$ cat src/rtl/imem_loader_pkg.sv
// Shared types and sizing for the boot-time instruction-memory loader.
package imem_loader_pkg;

    typedef enum logic [2:0] {
        StIdle,
        StLenHi,
        StLenLo,
        StData,
        StCheck,
        StDone,
        StError
    } loader_state_e;

    localparam int unsigned LOADER_ADDR_WIDTH = 8;
    localparam int unsigned LOADER_MAX_WORDS  = 32'd1 << LOADER_ADDR_WIDTH;

    // Capacity in words for a given word-address width.
    function automatic int unsigned loader_max_words(input int unsigned addr_width);
        return 32'd1 << addr_width;
    endfunction

endpackage

$ cat src/rtl/word_assembler.sv
// Collects four stream bytes MSB-first into one 32-bit word; word_done_o marks the
// cycle whose accepted byte completes the word.
module word_assembler (
    input  logic        clk_i,
    input  logic        rst_i,
    input  logic        clr_i,
    input  logic        byte_en_i,
    input  logic [7:0]  byte_i,
    output logic        word_done_o,
    output logic [31:0] word_o
);

    logic [23:0] shift_q;
    logic [1:0]  cnt_q;

    always_ff @(posedge clk_i or posedge rst_i) begin
        if (rst_i) begin
            shift_q <= '0;
            cnt_q   <= '0;
        end else if (clr_i) begin
            shift_q <= '0;
            cnt_q   <= '0;
        end else if (byte_en_i) begin
            shift_q <= {shift_q[15:0], byte_i};
            cnt_q   <= cnt_q + 2'd1;
        end
    end

    assign word_done_o = byte_en_i && (cnt_q == 2'd3);
    assign word_o      = {shift_q, byte_i};

endmodule

$ cat src/rtl/imem_loader.sv
// Framed byte-stream program loader: writes big-endian words into instruction memory,
// verifies an XOR checksum and only then releases the core via cpu_run.
module imem_loader
    import imem_loader_pkg::*;
#(
    parameter int unsigned ADDR_WIDTH = LOADER_ADDR_WIDTH
) (
    input  logic                  CLK,
    input  logic                  RST,
    input  logic                  byte_valid,
    input  logic [7:0]            byte_data,
    output logic                  byte_ready,
    input  logic                  start,
    output logic                  imem_we,
    output logic [ADDR_WIDTH-1:0] imem_addr,
    output logic [31:0]           imem_wdata,
    output logic                  cpu_run,
    output logic                  error
);

    localparam int unsigned MaxWords = loader_max_words(ADDR_WIDTH);

    loader_state_e         state_q, state_d;
    logic [15:0]           len_q, len_d;
    logic [15:0]           word_cnt_q, word_cnt_d;
    logic [7:0]            xor_q, xor_d;
    logic                  we_q, we_d;
    logic [ADDR_WIDTH-1:0] addr_q, addr_d;
    logic [31:0]           wdata_q, wdata_d;

    logic        xfer;
    logic        asm_en;
    logic        asm_clr;
    logic        word_done;
    logic [31:0] word;
    logic [15:0] len_rx;
    logic        last_word;

    assign byte_ready = (state_q == StLenHi) || (state_q == StLenLo) ||
                        (state_q == StData)  || (state_q == StCheck);
    assign xfer       = byte_valid && byte_ready;
    assign asm_en     = xfer && (state_q == StData);
    assign asm_clr    = (state_q == StIdle);
    assign len_rx     = {len_q[15:8], byte_data};
    assign last_word  = (word_cnt_q == 16'(len_q - 16'd1));

    word_assembler u_word_assembler (
        .clk_i       (CLK),
        .rst_i       (RST),
        .clr_i       (asm_clr),
        .byte_en_i   (asm_en),
        .byte_i      (byte_data),
        .word_done_o (word_done),
        .word_o      (word)
    );

    always_comb begin
        state_d    = state_q;
        len_d      = len_q;
        word_cnt_d = word_cnt_q;
        xor_d      = xor_q;
        we_d       = 1'b0;
        addr_d     = addr_q;
        wdata_d    = wdata_q;

        unique case (state_q)
            StIdle: begin
                // Everything frame-scoped is cleared on the way into LEN_HI.
                len_d      = '0;
                word_cnt_d = '0;
                xor_d      = '0;
                state_d    = StLenHi;
            end
            StLenHi: begin
                if (xfer) begin
                    len_d[15:8] = byte_data;
                    state_d     = StLenLo;
                end
            end
            StLenLo: begin
                if (xfer) begin
                    len_d = len_rx;
                    if (len_rx == 16'd0) begin
                        state_d = StCheck;
                    end else if (32'(len_rx) > MaxWords) begin
                        state_d = StError;
                    end else begin
                        state_d = StData;
                    end
                end
            end
            StData: begin
                if (xfer) begin
                    xor_d = xor_q ^ byte_data;
                    if (word_done) begin
                        we_d       = 1'b1;
                        addr_d     = word_cnt_q[ADDR_WIDTH-1:0];
                        wdata_d    = word;
                        word_cnt_d = 16'(word_cnt_q + 16'd1);
                        if (last_word) begin
                            state_d = StCheck;
                        end
                    end
                end
            end
            StCheck: begin
                if (xfer) begin
                    state_d = (byte_data == xor_q) ? StDone : StError;
                end
            end
            StDone, StError: begin
                if (start) begin
                    state_d = StIdle;
                end
            end
            default: state_d = StIdle;
        endcase
    end

    always_ff @(posedge CLK or posedge RST) begin
        if (RST) begin
            state_q    <= StIdle;
            len_q      <= '0;
            word_cnt_q <= '0;
            xor_q      <= '0;
            we_q       <= 1'b0;
            addr_q     <= '0;
            wdata_q    <= '0;
        end else begin
            state_q    <= state_d;
            len_q      <= len_d;
            word_cnt_q <= word_cnt_d;
            xor_q      <= xor_d;
            we_q       <= we_d;
            addr_q     <= addr_d;
            wdata_q    <= wdata_d;
        end
    end

    assign imem_we    = we_q;
    assign imem_addr  = addr_q;
    assign imem_wdata = wdata_q;
    assign cpu_run    = (state_q == StDone);
    assign error      = (state_q == StError);

endmodule

$ cat config.mk
export PLATFORM = sky130hd
export DESIGN_NAME = imem_loader
export DESIGN_NICKNAME = d
export VERILOG_FILES = /design/src/rtl/imem_loader_pkg.sv /design/src/rtl/word_assembler.sv /design/src/rtl/imem_loader.sv
export SDC_FILE = /design/constraint.sdc
export NUM_CORES = 1
export LEC_CHECK = 0
export CAP_MARGIN = 10
export CORE_ASPECT_RATIO = 0.9
export CORE_MARGIN = 5
export CORE_UTILIZATION = 25
export CTS_CLUSTER_DIAMETER = 50
export CTS_CLUSTER_SIZE = 28
export DETAILED_ROUTE_END_ITERATION = 6
export GPL_TIMING_DRIVEN = 0
export PLACE_DENSITY = 0.49
export REMOVE_ABC_BUFFERS = 1
export SLEW_MARGIN = 5
export SYNTH_ARGS = -nofsm -noshare
export SYNTH_HDL_FRONTEND = slang
export SYNTH_HIERARCHICAL = 1
export SYNTH_SLANG_ARGS = --single-unit
$ cat constraint.sdc
create_clock -name CLK -period 3.1 [get_ports CLK]
set_input_delay 0.775 -clock CLK [delete_from_list [all_inputs] [get_ports CLK]]
set_output_delay 0.775 -clock CLK [all_outputs]
set_load 0.05 [all_outputs]
# ---- Yosys cells after proc, flatten, opt, wreduce, memory -nomap -nowiden
# Cells that the tools add are included.
dict set report word_totals {
  word_cells 78
  ff_bits 110
}
dict set report op_classes {
  order_cmp 1
  eq_ne 16
  bitwise_logic 2
  n_mux 27
  add_sub_neg 3
  n_reduce_logical 19
}
# op n
set ops {}
lappend ops {{two-way mux 24 bit} 2}
lappend ops {{two-way mux 16 bit} 2}
lappend ops {{case mux 16 bit (2 select lines)} 1}
lappend ops {{case mux 8 bit (2 select lines)} 2}
lappend ops {{two-way mux 3 bit} 9}
lappend ops {{two-way mux 8 bit} 3}
lappend ops {{case mux 8 bit (3 select lines)} 1}
lappend ops {{case mux 3 bit (6 select lines)} 1}
lappend ops {{adder 16 x 1 -> 16 bit, second input constant} 1}
lappend ops {{== test 16 bit} 1}
lappend ops {{greater-than comparator 16 x 9 -> 1 bit, second input constant} 1}
lappend ops {{logical NOT 16 bit} 1}
lappend ops {{subtractor 16 x 1 -> 16 bit, second input constant} 1}
lappend ops {{inequality test 2 bit, second input constant} 6}
lappend ops {{== test 3 bit, second input constant} 3}
lappend ops {{AND reduction 3 bit} 3}
lappend ops {{== test 8 bit} 1}
lappend ops {{nonzero test 2 bit} 4}
lappend ops {{bitwise XOR 8 bit} 1}
lappend ops {{AND reduction 7 bit} 1}
lappend ops {{== test 3 x 2 -> 1 bit, second input constant} 2}
lappend ops {{two-way mux 2 bit} 3}
lappend ops {{AND reduction 2 bit} 2}
lappend ops {{== test 3 x 1 -> 1 bit, second input constant} 1}
lappend ops {{other kinds (9)} 15}

# ---- Depth between registers and ports, before layout
# Gate-level depths: netlist of run 1.
dict set report depth {
  ltp_word 10
  mapped_depth 13
}

# ---- Modules after synthesis
# Netlist of run 1, hierarchy kept.
# mod area_each_um2 instances cells_per_inst
set modules_own_cells {}
lappend modules_own_cells {imem_loader 4456.8 1 521}
lappend modules_own_cells {word_assembler 1158.6 1 95}

# ---- Least setup slack after synthesis of run 1
# No wires, ideal clock.
dict set report synth_path {
  kind {input to register}
  start {input byte_valid}
  end {register word_cnt_q[14]}
  setup_slack_ns 0.048
  path_buffers 3
  t_arrival_ns 2.973
  stages 11
  required_ns 3.021
  path_cell_list {and2_1 -> clkbuf_1 -> and2_1 -> buf_6 -> buf_12 -> and2_1 -> nand4_1 -> a2111oi_2 -> nand2b_1 -> or3_1 -> a21oi_1}
}
dict set report synth_between {
  elab_chain_len 5
  word_cells_on_any_way 6
}
# item line
set synth_lines {}
lappend synth_lines {{start: declaration} imem_loader.sv:10} ;# input logic byte_valid,
lappend synth_lines {{logical AND 1 bit} imem_loader.sv:41} ;# assign xfer = byte_valid && byte_ready;
lappend synth_lines {{logical AND 1 bit} imem_loader.sv:42} ;# assign asm_en = xfer && (state_q == StData);
lappend synth_lines {{net asm_en} imem_loader.sv:32} ;# logic asm_en;
lappend synth_lines {{logical AND 1 bit} word_assembler.sv:29} ;# assign word_done_o = byte_en_i && (cnt_q == 2'd3);
lappend synth_lines {{net word_done} imem_loader.sv:34} ;# logic word_done;
lappend synth_lines {{inequality test 2 x 1 -> 1 bit (no source line)} --}
lappend synth_lines {{AND reduction 3 bit (no source line)} --}
lappend synth_lines {{end signal: assignment} imem_loader.sv:132} ;# word_cnt_q <= word_cnt_d;
lappend synth_lines {{end: declaration} imem_loader.sv:25} ;# logic [15:0] word_cnt_q, word_cnt_d;
# The timed path passes the listed nets, and every way through them passes these cells.
# A chain may end at the register's enable or synchronous reset.

# ---- Worst setup path after layout of run 1
dict set report layout_path {
  start {register state_q[1]}
  end {output byte_ready}
}
dict set report layout_between {
  elab_chain_len 4
  word_cells_on_any_way 7
}
# item line
set layout_lines {}
lappend layout_lines {{start: declaration} imem_loader.sv:23} ;# loader_state_e state_q, state_d;
lappend layout_lines {{start signal: assignment} imem_loader.sv:122} ;# state_q <= StIdle;
lappend layout_lines {{start signal: assignment} imem_loader.sv:130} ;# state_q <= state_d;
lappend layout_lines {{== test 3 x 1 -> 1 bit or == test 3 x 2 -> 1 bit (tied branches)} imem_loader.sv:39} ;# assign byte_ready = (state_q == StLenHi) || (state_q == StLenLo) ||
lappend layout_lines {{logical OR 1 bit (2 in series)} imem_loader.sv:39}
lappend layout_lines {{logical OR 1 bit *} imem_loader.sv:40} ;# (state_q == StData) || (state_q == StCheck);
lappend layout_lines {{end: declaration} imem_loader.sv:12} ;# output logic byte_ready,
# Every way passes the cells marked *; elsewhere a longest branch is shown, timed or not.

==> results of run 1 <==
-- how the worst max path moves through the flow --
| stage | start | endpoint |
|---|---|---|
| after floorplan | byte_valid | word_cnt_q[1]$_DFFE_PP0P_ |
| after global placement | byte_valid | word_cnt_q[1]$_DFFE_PP0P_ |
| after detailed placement | byte_valid | word_cnt_q[15]$_DFFE_PP0P_ |
| after CTS | state_q[0]$_DFFE_PP0P_ | cpu_run |
| after global routing | byte_valid | word_cnt_q[14]$_DFFE_PP0P_ |
| final | state_q[1]$_DFFE_PP0P_ | byte_ready |
-- area by class of cell --
class | instances | share of cell area
clock inverter | 5 | 0.00960
timing repair buffer | 62 | 0.103
tap | 297 | 0.0548
sequential | 110 | 0.407
inverter | 23 | 0.0133
clock buffer | 10 | 0.0338
multi-input combinational | 444 | 0.378
-- registers in the layout, summed over array words and instances, names as in the netlist --
signal	flops
u_word_assembler/shift_q	24
word_cnt_q	16
state_q	3
u_word_assembler/cnt_q	2
xor_q	8
imem_addr	8
imem_we	1
len_q	16
imem_wdata	32
-- synthesized netlist by cell type (all sizes together), types with 5 or more instances --
master   number
nand3         9
nor2b         5
clkbuf       21
inv          21
xnor2        30
mux2i        26
a22o          5
o21ai        24
nand4        10
nor3          7
and2          5
xor2         13
buf          18
o2bb2ai       7
o22ai         8
nor2         56
dfrtp       110
nand2       172
a21oi        15
-- tightest hold or removal path, stage by stage, from the launching register on --
cell,delay (ns)
dfrtp_1,0.34
nand2_1,0.05
nand2_1,0.05
-- kinds of logic (layout without fill, tap and decap cells) --
kind of cell | Yosys count | in the layout | synth area share
AO/OA/AOI/OAI | 82 | 82 | 0.0987
XOR/XNOR | 43 | 43 | 0.0671
adder cells (fa/ha/maj) | 3 | 3 | 0.00669
buffers and inverters | 63 | 100 | 0.0606
flip-flops | 110 | 110 | 0.490
multiplexers | 28 | 28 | 0.0504
AND/OR/NAND/NOR | 287 | 288 | 0.226
-- layer usage --
| metal | wire (µm) | vias to the layer above | global-route usage |
|---|---|---|---|
| li1 | - | 2115 | - |
| met1 | 7080 | 2084 | 0.164 |
| met2 | 6560 | 71 | 0.181 |
| met3 | 634 | 14 | 0.0319 |
| met4 | 174 | 0 | 0.0298 |
| met5 | 0 | - | 0 |
-- through the flow --
step                setup slack, ns  hold WS, ns
floorplan                    -0.961        0.438
global placement              -3.76        0.461
detailed placement            -1.74        0.458
CTS                         0.00459        0.480
global route                 0.0198        0.497
finish                        0.176        0.473
-- power by group through the flow --
stage | Sequential, mW | Clock [mW] | Combinational [mW]
2_1_floorplan | 2.06 | 0 | 1.26
3_3_place_gp | 2.11 | 0 | 1.73
3_5_place_dp | 2.10 | 0 | 1.78
4_1_cts | 2.08 | 1.25 | 1.82
5_1_grt | 2.15 | 1.30 | 2.01
6_report | 2.10 | 1.20 | 1.80
-- timing repair --
action	4_1_cts	5_1_grt
cloned	1	0
pin swaps	1	2
buffers inserted	2	0
hold buffers	0	0
resized for setup	12	4
endpoints found under the setup margin	63	8
==> impl_metrics.csv, run 1 <==
group,metric,value,unit
status,outcome,"complete, no violations",
hold_path,worst_hold_startpoint,"imem_addr[3]$_DFFE_PP0P_",
routing,route.antenna.remaining_nets,0,
place,hpwl_detailed,9350,µm
setup_path,startpoint_type,"flip-flop",
pwr,max_vdd_drop,0.275,mV
finish,filler_cell_count,2379,
setup_path,critical_path.slowest_cell,"clkdlybuf4s50_1",
setup_path,cp_data_required_time,2.32,ns
floorplan,dieHeight,152,µm
floorplan,floorplan.initialDensity,0.252,
sta,worst-slew-pin-transition,0.960,ns
clock_network,clock_tree.buffer_depth,2,
place,port_buffers,55,
floorplan,dieWidth,168,µm
routing,detail_route.vias_per_cell,4.50,
sta,final_setup_violating_endpoints,0,
pwr,finalPower,5.09,mW
clock_network,tritoncts_num_sinks,110,
routing,routed_wl,14400,µm
synth,avgSynthCellArea,9.12,µm²
sta,grt_setup_unrepaired,"no",
grt,grt_first_pass_wirelength,24300,µm
finish,layout-area-overhead-vs-synth,20.7,%
pwr,internal_power,3.10,mW
pwr,switching_share,0.392,
sta,maxSlewViolCount,0,
sta,min_period,2.92,ns
synth,cell_count_after_synthesis,616,
pwr,power.share.clock,0.235,
finish,diodes,0,
floorplan,core_footprint,0.0223,mm²
setup_path,worstSetupEndpointType,"output pin",
finish,stdcell_count,951,
sta,post-route-period-util,0.943,
sta,final.setup_skew,0.00840,ns
setup_path,timing.critical_path.depth,3,
synth,yosysWarningCount,6,
setup_path,worst-path-buf-inv,1,
finish,layout_commonest_cell,"nand2_1",
finish,fin_util,0.304,
synth,synth_cell_type_count,62,
routing,wire_per_inst,15.2,µm
setup_path,max_stage_delay,0.83,ns
run,drv.max_cap_violation_count,0,
hold_path,hold-path-endpoint,"imem_addr[3]$_DFFE_PP0P_",
routing,via_count,4284,
synth,synth_area,0.00562,mm²
finish,layout-drive-gt1-share,0.0673,
setup_path,crit-reg2reg-capture,"word_cnt_q[14]$_DFFE_PP0P_",
setup_path,crit-reg2reg-launch,"state_q[1]$_DFFE_PP0P_",
floorplan,io_pins,56,
hold_path,whs_path_depth,2,
sta,worst_slew_margin_rel,0.357,
synth,asyncSetResetFlopFracSynth,1.00,
clock_network,insertion_delay,0.35,ns
synth,synth.ff_latch_count,110,
sta,totalNegativeSetupSlack,0,ns
grt,grt_max_degree,48,
setup_path,setup.worst_path.class,"flip-flop to output pin",
routing,residual_drc,0,
synth,yosys.area.top_type_share,0.490,
pwr,reported_net_switching_power,2.00,mW
synth,yosysSeqAreaShare,0.490,
finish,multiInputGateArea,0.00256,mm²
routing,drt-initial-drc-count,276,
finish,num-nets-final,665,
grt,global_route_total_overflow,0,
place,place.gp.congestion,0.745,
finish,most-common-layout-cells,"171 x nand2_1, 107 x dfrtp_1, 55 x nor2_1",
setup_path,cp_cell_sequence,"nor2_1 -> xnor2_1 -> clkdlybuf4s50_1",
setup_path,crit_arrival,2.15,ns
grt,globalRouteTotalUtil,0.117,
floorplan,die_area,0.0256,mm²
synth,synth_top_area_cell,"dfrtp_1",
place,numPlacedInstances,932,
pwr,cellPowerDensity,752,mW/mm²
routing,drt_pass1_iterations,4,
floorplan,placement_rows,52,
pwr,leakagePower,3.02,nW
grt,antenna_found_initial,0,
sta,timing_hold_violations_final,0,
hold_path,timing.hold.worst.class,"flip-flop to flip-flop",
setup_path,crit_family,"buffers and inverters",
place,detailed_place.area,0.00639,mm²
clock_network,cts_htree_levels,3,
setup_path,setup.reg_to_reg.worst_slack,0.29,ns
setup_path,logic_depth_of_the_worst_register_to_register_path,8,
grt,grt_pass1_vias,4376,
pwr,power_frac_comb,0.354,
synth,postSynth.topFlopCell,"dfrtp_1",
sta,max_freq,0.342,GHz
pwr,power_frac_seq,0.412,
finish,finalInstanceArea,0.00678,mm²
finish,layout.area.seq,0.00276,mm²
clock_network,cts-root-buf,"clkbuf_16",
synth,netlist_top_cells_area,"dfrtp_1 49%, nand2_1 11%, xnor2_1 4.7%, mux2i_1 4.6%, nor2_1 3.7%",
synth,synth_enable_flop_cells,0,
clock_network,tritoncts,"built",
clock_network,clk_pin_slew_worst_paths,0.07,ns
clock_network,cts-buffers-inserted,9,
setup_path,crit_fanout,28,
(Power assumes the default switching activity.)
==> inputs of run 2 (changes only) <==
--- a/config.mk
+++ b/config.mk
@@ -9,7 +9,7 @@
 export CORE_ASPECT_RATIO = 0.9
 export CORE_MARGIN = 5
 export CORE_UTILIZATION = 25
-export CTS_CLUSTER_DIAMETER = 50
+export CTS_CLUSTER_DIAMETER = 100
 export CTS_CLUSTER_SIZE = 28
 export DETAILED_ROUTE_END_ITERATION = 6
 export GPL_TIMING_DRIVEN = 0
@@ -18,5 +18,4 @@
 export SLEW_MARGIN = 5
 export SYNTH_ARGS = -nofsm -noshare
 export SYNTH_HDL_FRONTEND = slang
-export SYNTH_HIERARCHICAL = 1
 export SYNTH_SLANG_ARGS = --single-unit
==> run 2 against run 1 <==
Effect of this change:
- clock skew is 0.00064 ns higher
- sequential share of layout area grew 1.6 points
- via count fell by 6.1%
- global-route usage fell by 0.14 points
- count of clock-buffer cells in the layout down 1
- worst hold slack improved by 0.013 ns
- sequential power about the same
- sequential cell count did not move
- wire length down 7.1%
- largest cell class unchanged
==> impl_metrics.csv, run 2 <==
group,metric,value,unit
status,outcome,"complete, no violations",
clock_network,clk_pin_slew_worst_paths,0.07,ns
sta,timing_hold_violations_final,0,
synth,cell_count_after_synthesis,521,
sta,worst_slew_margin_rel,0.301,
setup_path,crit_fanout,16,
floorplan,dieWidth,163,µm
synth,synth_most_common_cell,"dfrtp_1",
clock_network,cts-buffers-inserted,9,
clock_network,tritoncts_num_sinks,110,
grt,grt_first_pass_wirelength,22300,µm
floorplan,io_pins,56,
grt,grt_pass1_vias,4006,
hold_path,timing.hold.worst.class,"flip-flop to flip-flop",
setup_path,worstSetupEndpointType,"output pin",
pwr,cellPowerDensity,818,mW/mm²
synth,synth_area,0.00527,mm²
synth,yosysWarningCount,0,
routing,via_count,4023,
sta,maxSlewViolCount,0,
place,place.gp.congestion,0.850,
sta,final.setup.worst_slack,0.166,ns
finish,num-nets-final,581,
routing,routed_wl,13400,µm
sta,post-route-period-util,0.946,
routing,drt-initial-drc-count,360,
grt,global_route_total_overflow,0,
pwr,leakagePower,2.79,nW
routing,route.antenna.remaining_nets,0,
place,port_buffers,55,
clock_network,cts_htree_levels,3,
floorplan,die_area,0.0241,mm²
setup_path,startpoint_type,"flip-flop",
clock_network,tritoncts,"built",
synth,avgSynthCellArea,10.1,µm²
synth,netlist_top_cells_area,"dfrtp_1 52%, mux2_2 7.3%, nand2_1 6.1%, o21ai_0 4.8%, xnor2_1 3.7%",
sta,min_period,2.93,ns
floorplan,placement_rows,50,
grt,globalRouteTotalUtil,0.116,
finish,layout-drive-gt1-share,0.124,
place,hpwl_detailed,9160,µm
sta,grt_setup_unrepaired,"no",
synth,yosys.area.top_type_share,0.522,
pwr,max_vdd_drop,0.300,mV
sta,max_freq,0.341,GHz
setup_path,cp_data_required_time,2.32,ns
finish,largest_reg_flops,32,
routing,drt_pass1_iterations,5,
routing,residual_drc,0,
synth,netlist_top_cells_count,"110 x dfrtp_1, 86 x nand2_1, 51 x o21ai_0",
synth,synth_top_area_cell,"dfrtp_1",
grt,antenna_found_initial,0,
synth,yosysSeqAreaShare,0.522,
finish,layout-area-overhead-vs-synth,23.4,%
routing,wire_per_inst,15.7,µm
synth,synth.ff_latch_count,110,
grt,grt_max_degree,84,
finish,layout_commonest_cell,"dfrtp_1",
sta,final.setup_skew,0.00904,ns
setup_path,setup.worst_path.class,"flip-flop to output pin",
synth,asyncSetResetFlopFracSynth,1.00,
routing,detail_route.vias_per_cell,4.69,
finish,most-common-layout-cells,"109 x dfrtp_1, 85 x nand2_1, 52 x clkdlybuf4s50_1",
clock_network,cts-root-buf,"clkbuf_16",
floorplan,core_footprint,0.0208,mm²
sta,worst-slew-pin-transition,1.04,ns
floorplan,dieHeight,148,µm
synth,postSynth.topFlopCell,"dfrtp_1",
setup_path,crit_arrival,2.16,ns
sta,totalNegativeSetupSlack,0,ns
sta,final_setup_violating_endpoints,0,
clock_network,insertion_delay,0.36,ns
run,drv.max_cap_violation_count,0,
synth,synth_enable_flop_cells,0,
finish,diodes,0,
pwr,finalPower,5.32,mW
floorplan,floorplan.initialDensity,0.254,
clock_network,clock_tree.buffer_depth,2,
synth,synth_cell_type_count,50,
place,post_place_setup_slack,-0.625,ns
==> run 2: cell families after synthesis <==
group / synth area share
and+or+nand+nor: 0.177
DFF: 0.522
AOI/OAI and AO/OA: 0.121
xor gates and xnor gates: 0.0698
buffers and inverters: 0.0309
muxes: 0.0726
adders and majority gates: 0.00712
==> run 2: area by class of cell <==
| cell class | instances | area, µm² |
|---|---|---|
| Inverter | 16 | 72.6 |
| Fill cell | 2179 | 14300 |
| Clock buffer | 9 | 225 |
| Clock inverter | 7 | 86.3 |
| Sequential cell | 110 | 2750 |
| Timing Repair Buffer | 59 | 629 |
| Tap cell | 286 | 358 |
| Multi-Input combinational cell | 370 | 2380 |
==> run 2: what timing repair did <==
action | CTS | global route
hold buffers | 0 | 0
endpoints found under the setup margin | 11 | 14
setup buffers | 1 | 0
gates resized for setup | 3 | 4
==> run 2: worst paths after layout <==
kind	from	to	slack, ns	depth (start not counted)
setup / recovery	state_q[0]$_DFFE_PP0P_	cpu_run	0.17	3
hold / removal	imem_wdata[2]$_DFFE_PP0P_	imem_wdata[2]$_DFFE_PP0P_	0.49	2
setup reg to reg	len_q[9]$_DFFE_PP0P_	state_q[1]$_DFFE_PP0P_	0.29	6
hold reg to reg	imem_wdata[2]$_DFFE_PP0P_	imem_wdata[2]$_DFFE_PP0P_	0.49	2
max in group asynchronous	RST	state_q[2]$_DFFE_PP0P_	1.63	3
min in group asynchronous	RST	imem_we$_DFF_PP0_	0.75	2
==> run 2: report_power, final <==
part	switching (mW)	internal, mW
clock network	0.575	0.646
registers	0.389	1.74
logic	1.22	0.746
total	2.18	3.13
==> run 2: per-layer routing <==
layer	vias to the layer above	part of all wire	track usage
li1	1907	-	-
met1	1986	0.48	0.162
met2	110	0.45	0.175
met3	20	0.057	0.0321
met4	0	0.017	0.0369
met5	-	0	0
==> run 2: worst max-delay path: stages, from the launching register on <==
cell and delay, ns:
dfrtp_1 0.64, nand2b_1 0.16, nor2_1 0.17, clkdlybuf4s50_1 0.83
==> run 2: stage by stage <==
stage,instance area [µm²],utilization,cells,hold slack [ns]
5_1_grt,6500,0.313,857,0.517
2_1_floorplan,5170,-,496,0.464
3_5_place_dp,6160,0.297,840,0.475
4_1_cts,6490,0.312,857,0.491
3_3_place_gp,6080,0.293,837,0.467
6_report,6500,0.313,857,0.485
==> inputs of run 3 (changes only) <==
--- a/config.mk
+++ b/config.mk
@@ -8,12 +8,12 @@
 export CAP_MARGIN = 10
 export CORE_ASPECT_RATIO = 0.9
 export CORE_MARGIN = 5
-export CORE_UTILIZATION = 25
+export CORE_UTILIZATION = 40
 export CTS_CLUSTER_DIAMETER = 100
 export CTS_CLUSTER_SIZE = 28
 export DETAILED_ROUTE_END_ITERATION = 6
 export GPL_TIMING_DRIVEN = 0
-export PLACE_DENSITY = 0.49
+export PLACE_DENSITY = 0.68
 export REMOVE_ABC_BUFFERS = 1
 export SLEW_MARGIN = 5
 export SYNTH_ARGS = -nofsm -noshare
==> run 3 against run 2 <==
Effect of this change:
- sequential power about the same
- power is 2.5% lower
- highest routed layer unchanged
- worst setup slack worse by 0.026 ns
- count of clock-buffer cells in the layout increased by 2
- cell area shrank 2.9%
- global-route usage grew 4.4 points
- worst hold slack better by 0.0010 ns
==> impl_metrics.csv, run 3 (synthesis gave the netlist of run 2 again) <==
group,metric,value,unit
status,outcome,"complete, no violations",
sta,final_setup_violating_endpoints,0,
sta,min_period,2.96,ns
place,port_buffers,55,
clock_network,cts_hold_repair.buffers,0,
floorplan,die_area,0.0156,mm²
clock_network,cts-root-buf,"clkbuf_16",
setup_path,critical_path.slowest_cell,"clkdlybuf4s50_1",
grt,grt_first_pass_wirelength,20100,µm
clock_network,insertion_delay,0.35,ns
pwr,power_frac_seq,0.408,
sta,worst_slew_margin_rel,0.273,
finish,layout-drive-gt1-share,0.124,
place,place.gp.congestion,0.886,
clock_network,clock_tree.buffer_depth,2,
pwr,max_vdd_drop,0.594,mV
clock_network,clk_pin_slew_worst_paths,0.07,ns
grt,antenna_found_initial,0,
pwr,finalPower,5.18,mW
sta,totalNegativeSetupSlack,0,ns
finish,diodes,0,
pwr,cellPowerDensity,821,mW/mm²
clock_network,tritoncts,"built",
routing,drt-initial-drc-count,269,
setup_path,startpoint_type,"input pin",
sta,final.setup_skew,0.00681,ns
floorplan,dieWidth,131,µm
setup_path,crit_path_frequent_cell,"clkinvlp_4",
pwr,switching_share,0.404,
clock_network,cts_htree_levels,3,
setup_path,worstSetupEndpointType,"flip-flop",
hold_path,timing.hold.worst.class,"flip-flop to flip-flop",
pwr,power.share.clock,0.217,
routing,wire_per_inst,15.9,µm
floorplan,core_footprint,0.0128,mm²
pwr,leakagePower,2.79,nW
grt,global_route_total_overflow,0,
grt,grt_pass1_vias,4012,
pwr,power_frac_comb,0.375,
clock_network,tritoncts_num_sinks,110,
setup_path,cp_data_required_time,3.33,ns
routing,detail_route.vias_per_cell,5.46,
finish,stdcell_count,736,
routing,via_count,4015,
sta,grt_setup_unrepaired,"no",
grt,globalRouteTotalUtil,0.160,
sta,maxSlewViolCount,0,
floorplan,dieHeight,119,µm
floorplan,io_pins,56,
routing,routed_wl,11700,µm
routing,residual_drc,0,
setup_path,cp_cell_sequence,"clkdlybuf4s50_1 -> clkinvlp_4 -> buf_4 -> nor2_4 -> nand2_4 -> clkinvlp_4 -> mux2_2",
finish,largest_reg_flops,32,
routing,route.antenna.remaining_nets,0,
clock_network,cts-buffers-inserted,9,
place,numPlacedInstances,717,
floorplan,floorplan.initialDensity,0.412,
finish,most-common-layout-cells,"110 x dfrtp_1, 85 x nand2_1, 53 x clkdlybuf4s50_1",
sta,post-route-period-util,0.955,
routing,drt_pass1_iterations,5,
pwr,internal_power,3.09,mW
place,hpwl_detailed,7990,µm
finish,layout_commonest_cell,"dfrtp_1",
finish,layout-area-overhead-vs-synth,19.8,%
sta,timing_hold_violations_final,0,
run,drv.max_cap_violation_count,0,
floorplan,placement_rows,39,
setup_path,crit_fanout,41,
setup_path,crit_arrival,3.19,ns
finish,num-nets-final,582,
sta,max_freq,0.338,GHz
setup_path,max_stage_delay,0.76,ns
sta,worst-slew-pin-transition,1.09,ns
pwr,reported_net_switching_power,2.10,mW
finish,filler_cell_count,1182,
grt,grt_max_degree,66,
finish,fin_util,0.494,
setup_path,setup.worst_path.class,"input pin to flip-flop",
==> run 3: cell types whose count changed in the layout (fill, tap and decap cells not counted), sizes merged <==
cell and delta:
clkinv +1, clkdlybuf4s50 +1, clkbuf +2, dlygate4sd2 -1, bufinv -1, inv -2, buf +1
==> run 3: worst max-delay path: cells and delay by family <==
| kind | cells | cell delay (ns) |
|---|---|---|
| buf+inv | 4 | 1.46 |
| simple gates | 2 | 0.57 |
| mux | 1 | 0.37 |
==> run 3: layout make-up <==
cell class / count / area (µm²) / area share
clock inverter: 5 / 38.8 / 0.00614
multi-input combinational: 370 / 2370 / 0.376
tap: 164 / 205 / 0.0325
timing repair buffer: 60 / 626 / 0.0990
clock buffer: 11 / 253 / 0.0400
inverter: 16 / 70.1 / 0.0111
sequential: 110 / 2750 / 0.436
==> run 3: worst paths after layout <==
kind,startpoint,to,slack [ns],cells after the start
worst max-delay path,byte_valid,imem_addr[3]$_DFFE_PP0P_,0.14,7
worst min-delay path,imem_wdata[2]$_DFFE_PP0P_,imem_wdata[2]$_DFFE_PP0P_,0.49,2
worst max register to register,len_q[9]$_DFFE_PP0P_,state_q[0]$_DFFE_PP0P_,0.40,6
worst min register to register,imem_wdata[2]$_DFFE_PP0P_,imem_wdata[2]$_DFFE_PP0P_,0.49,2
max in group asynchronous,RST,u_word_assembler.cnt_q[0]$_DFFE_PP0P_,1.44,3
min in group asynchronous,RST,imem_addr[5]$_DFFE_PP0P_,0.95,2
==> run 3: power by group through the flow <==
stage | Sequential [mW] | Clock, mW | Combinational [mW]
final | 2.12 | 1.12 | 1.94
after global routing | 2.17 | 1.21 | 2.15
after CTS | 2.11 | 1.16 | 1.94
after detailed placement | 2.14 | 0 | 1.93
after global placement | 2.12 | 0 | 1.86
after floorplan | 2.22 | 0 | 1.27
==> run 3: routing by layer <==
metal | wire (µm) | global-route usage | vias to the layer above | part of all wire
li1 | - | - | 1913 | -
met1 | 5570 | 0.229 | 1984 | 0.48
met2 | 5360 | 0.246 | 107 | 0.46
met3 | 633 | 0.0358 | 11 | 0.054
met4 | 132 | 0.0398 | 0 | 0.011
met5 | 0 | 0 | - | 0
==> run 3: repair_timing <==
action	in CTS	in global routing
gates resized for setup	2	3
endpoints found under the setup margin	12	13
buffers inserted	0	3
==> run 3: metrics by stage <==
step | setup slack (ns) | cell area (µm²) | hold WS, ns
floorplan | -1.47 | 5170 | 0.464
CTS | 0.0286 | 6290 | 0.491
detailed placement | -0.767 | 5990 | 0.475
global route | 0.00897 | 6320 | 0.525
finish | 0.140 | 6320 | 0.486
global placement | -4.04 | 5930 | 0.471
